===== config.mk =====
export PLATFORM = sky130hd
export DESIGN_NAME = approx_adder_error_monitor_flat
export DESIGN_NICKNAME = d
export VERILOG_FILES = /design/src/rtl/approx_adder_error_monitor_if.sv /design/src/rtl/approx_adder_error_monitor.sv /design/src/flat_wrapper.sv
export SDC_FILE = /design/constraint.sdc
export NUM_CORES = 1
export LEC_CHECK = 0
export ABC_AREA = 1
export CORE_MARGIN = 4
export CORE_UTILIZATION = 45
export DETAILED_ROUTE_END_ITERATION = 10
export PLACE_DENSITY = 0.7
export SKIP_CTS_REPAIR_TIMING = 1
export SYNTH_ARGS = -nofsm -noshare
export SYNTH_HDL_FRONTEND = slang
export SYNTH_SLANG_ARGS = --single-unit

===== constraint.sdc =====
create_clock -name clk -period 3.05 [get_ports clk]
set_input_delay 0.61 -clock clk [delete_from_list [all_inputs] [get_ports clk]]
set_output_delay 0.61 -clock clk [all_outputs]
set_load 0.02 [all_outputs]

===== src/rtl/approx_adder_error_monitor_if.sv =====
// Sample stream from an approximate adder into its error monitor.
// The producer drives operands, approximate sum and last-marker; the monitor returns ready.
interface approx_adder_error_monitor_if #(
  parameter int OPW = 4
);
  logic           in_valid;
  logic           in_ready;
  logic [OPW-1:0] in_a;
  logic [OPW-1:0] in_b;
  logic [OPW:0]   approx_sum;
  logic           in_last;

  modport master (
    output in_valid, in_a, in_b, approx_sum, in_last,
    input  in_ready
  );

  modport slave (
    input  in_valid, in_a, in_b, approx_sum, in_last,
    output in_ready
  );
endinterface


===== src/rtl/approx_adder_error_monitor.sv =====
// Streaming error statistics for an approximate adder: per-sample |approx - exact|,
// accumulated as max, saturating sum and saturating threshold-violation count per run.
module approx_adder_error_monitor #(
  parameter int OPW     = 4,
  parameter int ERR_THR = 16,
  parameter int CNT_W   = 16,
  parameter int ACC_W   = 24
) (
  input  logic                             clk,
  input  logic                             rst,
  input  logic                             start,
  approx_adder_error_monitor_if.slave      s_if,
  output logic                             busy,
  output logic                             done,
  output logic [OPW:0]                     max_error,
  output logic [ACC_W-1:0]                 error_sum,
  output logic [CNT_W-1:0]                 sample_count,
  output logic [CNT_W-1:0]                 violation_count,
  output logic                             pass
);

  typedef enum logic [1:0] {IDLE, RUN, DRAIN, DONE} state_t;

  state_t             state_reg, state_next;
  logic               clear;
  logic               accept;
  logic [OPW:0]       exact;
  logic [OPW:0]       err_next;
  logic               viol_next;
  logic               s1_valid_reg, s2_valid_reg;
  logic [OPW:0]       s1_err_reg;
  logic               s1_viol_reg;
  logic [OPW:0]       max_error_reg;
  logic [ACC_W-1:0]   error_sum_reg;
  logic [CNT_W-1:0]   sample_count_reg, violation_count_reg;
  logic [ACC_W:0]     sum_ext;

  assign accept = s_if.in_valid && (state_reg == RUN);

  always_ff @(posedge clk) begin
    if (rst) state_reg <= IDLE;
    else     state_reg <= state_next;
  end

  // A run only ends through an accepted in_last sample, then waits for the pipeline to empty.
  always_comb begin
    state_next    = state_reg;
    clear         = 1'b0;
    s_if.in_ready = 1'b0;
    busy          = 1'b0;
    done          = 1'b0;
    case (state_reg)
      IDLE: begin
        if (start) begin
          state_next = RUN;
          clear      = 1'b1;
        end
      end
      RUN: begin
        s_if.in_ready = 1'b1;
        busy          = 1'b1;
        if (s_if.in_valid && s_if.in_last) state_next = DRAIN;
      end
      DRAIN: begin
        busy = 1'b1;
        if (!s1_valid_reg && !s2_valid_reg) state_next = DONE;
      end
      DONE: begin
        done = 1'b1;
        if (start) begin
          state_next = RUN;
          clear      = 1'b1;
        end
      end
      default: state_next = IDLE;
    endcase
  end

  assign exact     = {1'b0, s_if.in_a} + {1'b0, s_if.in_b};
  assign err_next  = (s_if.approx_sum >= exact) ? (s_if.approx_sum - exact)
                                                : (exact - s_if.approx_sum);
  assign viol_next = 32'(err_next) > 32'(ERR_THR);
  assign sum_ext   = {1'b0, error_sum_reg} + (ACC_W+1)'(s1_err_reg);

  always_ff @(posedge clk) begin
    if (rst) begin
      s1_valid_reg        <= 1'b0;
      s2_valid_reg        <= 1'b0;
      s1_err_reg          <= '0;
      s1_viol_reg         <= 1'b0;
      max_error_reg       <= '0;
      error_sum_reg       <= '0;
      sample_count_reg    <= '0;
      violation_count_reg <= '0;
    end else begin
      s1_valid_reg <= accept;
      // s2_valid_reg marks the cycle in which stage-2 statistics have just settled.
      s2_valid_reg <= s1_valid_reg;
      if (accept) begin
        s1_err_reg  <= err_next;
        s1_viol_reg <= viol_next;
      end
      if (clear) begin
        max_error_reg       <= '0;
        error_sum_reg       <= '0;
        sample_count_reg    <= '0;
        violation_count_reg <= '0;
      end else begin
        if (accept && (sample_count_reg != '1))
          sample_count_reg <= sample_count_reg + 1'b1;
        if (s1_valid_reg) begin
          if (s1_err_reg > max_error_reg) max_error_reg <= s1_err_reg;
          error_sum_reg <= sum_ext[ACC_W] ? '1 : sum_ext[ACC_W-1:0];
          if (s1_viol_reg && (violation_count_reg != '1))
            violation_count_reg <= violation_count_reg + 1'b1;
        end
      end
    end
  end

  assign max_error       = max_error_reg;
  assign error_sum       = error_sum_reg;
  assign sample_count    = sample_count_reg;
  assign violation_count = violation_count_reg;
  assign pass            = done && (violation_count_reg == '0);

endmodule


===== src/flat_wrapper.sv =====
// flat-port wrapper written by rule: the top's interface ports become plain ports
module approx_adder_error_monitor_flat 
#(
  parameter int OPW     = 4,
  parameter int ERR_THR = 16,
  parameter int CNT_W   = 16,
  parameter int ACC_W   = 24
)
  (clk, rst, start, busy, done, max_error, error_sum, sample_count, violation_count, pass, s_if_in_valid, s_if_in_a, s_if_in_b, s_if_approx_sum, s_if_in_last, s_if_in_ready);
  approx_adder_error_monitor_if #(.OPW(OPW)) s_if_i ();
  input  logic clk;
  input  logic rst;
  input  logic start;
  output logic busy;
  output logic done;
  output logic [OPW:0] max_error;
  output logic [ACC_W-1:0] error_sum;
  output logic [CNT_W-1:0] sample_count;
  output logic [CNT_W-1:0] violation_count;
  output logic pass;
  input wire logic [$bits(s_if_i.in_valid)-1:0] s_if_in_valid;
  input wire logic [$bits(s_if_i.in_a)-1:0] s_if_in_a;
  input wire logic [$bits(s_if_i.in_b)-1:0] s_if_in_b;
  input wire logic [$bits(s_if_i.approx_sum)-1:0] s_if_approx_sum;
  input wire logic [$bits(s_if_i.in_last)-1:0] s_if_in_last;
  output wire logic [$bits(s_if_i.in_ready)-1:0] s_if_in_ready;
  assign s_if_i.in_valid = s_if_in_valid;
  assign s_if_i.in_a = s_if_in_a;
  assign s_if_i.in_b = s_if_in_b;
  assign s_if_i.approx_sum = s_if_approx_sum;
  assign s_if_i.in_last = s_if_in_last;
  assign s_if_in_ready = s_if_i.in_ready;
  approx_adder_error_monitor #(.OPW(OPW), .ERR_THR(ERR_THR), .CNT_W(CNT_W), .ACC_W(ACC_W)) u_core (.clk(clk), .rst(rst), .start(start), .s_if(s_if_i), .busy(busy), .done(done), .max_error(max_error), .error_sum(error_sum), .sample_count(sample_count), .violation_count(violation_count), .pass(pass));
endmodule

==> summary.txt <==
GRT
  – Total track usage: 0.1934
  – Number of global-route vias before repair: 4603
  – GRT Residual Overflow: 0
  – Initial antenna violation count: 0
  – Global-route wire length before repair: 20590 um
  – Largest net degree at the start of global routing: 23

Hold path
  – Hold_sp: u_core.s1_viol_reg
  – WHS Endpoint: u_core.s1_viol_reg
  – Hold path depth: 2
  – Hold Path Class: flip-flop to flip-flop

CTS
  – CTS tree: done
  – H-tree Lvls: 3
  – Worst skew pair latency: 0.34 ns
  – Clk root buf: clkbuf_8
  – Total CTS buffers: 9
  – Clock Path Buffers: 2
  – Clock-pin slew on the worst setup and hold paths: 0.07 ns
  – Clk sinks: 71

Critical path
  – Slowest stage delay, CP: 0.41 ns
  – R2R Setup Slk: 0.70 ns
  – Setup crit start kind: primary input
  – Crit path buffers/inverters: 2
  – Slowest cell on crit path: clkdlybuf4s50_1
  – Kind of critical path: primary input to flip-flop
  – Cell mode on critical path: nand2_1
  – CP top delay family: adder cells
  – Stages on worst setup path: 15
  – CP required: about 3.3 ns
  – Worst R2R End: u_core.error_sum[19]
  – Largest fanout on the critical path: 7
  – R2r startpoint: u_core.s1_err_reg[0]
  – Data arrival, critical path: 3.06 ns
  – Crit end category: flip-flop
  – Crit path cell chain: clkdlybuf4s50_1 -> ha_1 -> fa_2 -> xor2_2 -> ha_2 -> nand2_1 -> nor2_1 -> inv_1 -> nand2_1 -> nand2_1 -> nand2_1 -> nand2_1 -> a21oi_2 -> nand2_1 -> a21oi_1
  – Worst r2r path cells: 12

Power and ir drop
  – P_leak: 2.496 nW
  – Worst vdd ir: 0.0003439 V
  – P per Cell Area: 441.7 nW/um2
  – Total Power: 0.002644 W

STA
  – Worst slew pin tran: 0.7225 ns
  – Hold slack: 0.4708 ns
  – Max_slew headroom: 0.5177
  – Final Setup Violations: 0
  – Tmin final: 2.798 ns
  – Fin. Hold Viols: 0
  – Period utilization: 0.9175
  – Skew final: about 0.018 ns
  – Slew Viols, Final: 0
  – Fmax achieved: 357.4 MHz

Layout
  – Synthesis-to-finish area growth: 24.82%
  – Layout Nets: 849
  – Layout Utilization: 0.5771
  – Number of diodes: 0
  – Layout fillers: 1021
  – Layout cells sized above 1: 0.08365
  – Max reg flops: 24
  – Final Cell Area: 5984 um2

Route
  – DR WL/cell: between 10 and 15 um
  – Via count: 4754
  – Via density: 5.074
  – Drt initial violations: 226
  – Drt total wl: between 10000 and 15000 um
  – Post-route DRC: 0
  – First drt pass iteration count: 5
  – ANT nets after route: 0

Floorplanning
  – Starting density of the core: 0.4624
  – Die height: 111.2 um
  – Chip width: 111.2 um
  – Row Count: 37
  – Die area: roughly 12000 um2
  – Core Footprint: between 10000 and 15000 um2
  – IO Pins: 83

Synthesis
  – Area share of the largest cell type after synthesis: 0.2965
  – Most common library cells after synthesis: nand2_1, inv_1, dfxtp_1
  – Synthesis Warnings: 0
  – Syn nets: 763
  – Yosys top cell by area: dfxtp_1
  – EDFF count, synth: 0
  – Most common cell in the netlist: nand2_1
  – Post-synthesis sequential area ratio: 0.2965
  – Synth Cell Area: 4795 um2
  – Synth Area per Inst: 6.743 um2
  – Async S/R FF share, synth: 0
  – Cells after synthesis: 711
  – Top FF cell, synth: dfxtp_1
  – Synth area leaders: dfxtp_1, nand2_1, ha_1
  – Post-synthesis cell type count: 42
  – Register bit total from synthesis: 71

Placement
  – GPL Wtd Cong: around 0.93
  – Number of port buffers: 82
  – Total placed instance area: about 5700 um2
  – HPWL Detailed: around 9100 um

Run
  – Number of max-cap violations: 0

Outcome
  – Status: complete, no violations
==> worst max-delay path by stage <==
stage | startpoint | endpoint | slack (ns)
3_3_place_gp | s_if_in_b[0] | u_core.s1_viol_reg | -0.12
3_5_place_dp | s_if_in_b[0] | u_core.s1_viol_reg | -0.19
5_1_grt | s_if_in_b[0] | u_core.s1_viol_reg | -0.01
6_report | s_if_in_b[0] | u_core.s1_viol_reg | 0.25
4_1_cts | s_if_in_b[0] | u_core.s1_viol_reg | 0.16
2_1_floorplan | s_if_in_b[0] | u_core.s1_viol_reg | 0.37
==> tightest hold or removal path: stages, from the launching register on <==
cell     delay [ns]
dfxtp_1        0.31
nand2_1        0.06
a21oi_1        0.05
==> area by class of cell <==
type,instances,area (um2),share of cell area
Tap cell,136,170.2,0.02843
Sequential cell,71,1421,0.2375
Clock buffer,9,123.9,0.02070
Timing Repair Buffer,91,888.4,0.1484
Clock inverter,6,86.33,0.01443
Inverter,105,394.1,0.06586
Multi-Input combinational cell,519,2900,0.4846
==> report_power, final <==
part           internal (W)  total, W  switching [W]
logic              0.000322  0.000796       0.000474
clock network      0.000455  0.000813       0.000359
registers          0.000973   0.00103      0.0000612
==> metal layers <==
| metal | wire length, um | global-route usage | vias up | share of wire |
|---|---|---|---|---|
| li1 | - | - | 2463 | - |
| met3 | 516 | 0.03548 | 8 | 0.044 |
| met1 | 5568 | 0.2536 | 2171 | 0.48 |
| met2 | 5551 | 0.3257 | 112 | 0.47 |
| met4 | 78 | 0.05353 | 0 | 0.0067 |
| met5 | 0 | 0 | - | 0 |
==> placed cells by master, fill, tap and decap left out, drive strengths merged, types with 7 or more instances in the layout <==
cell             n
xnor2            8
inv            104
nor4             7
nand4           18
clkdlybuf4s50   82
buf              9
nor3            17
nand3           50
clkbuf           9
ha              30
nor2            67
o21ai           33
nand2          188
dfxtp           71
a21oi           61
xor2            18
==> per-stage QoR <==
step                worst slack [ns]  std cells  setup TNS (ns)
finish                        0.2517        937               0
global route                -0.01156        937        -0.01156
CTS                           0.1602        937               0
detailed placement           -0.1876        922         -0.5848
global placement             -0.1207        922         -0.2648
floorplan                     0.3689        711               0
==> cells by family after synthesis <==
group | share of synthesized area
buffers and inverters | 0.1049
xor gates and xnor gates | 0.04750
adders and majority gates | 0.09499
AOI/OAI and AO/OA | 0.1187
DFF | 0.2965
and+or+nand+nor | 0.3374
Power figures use the tool's default switching activity.
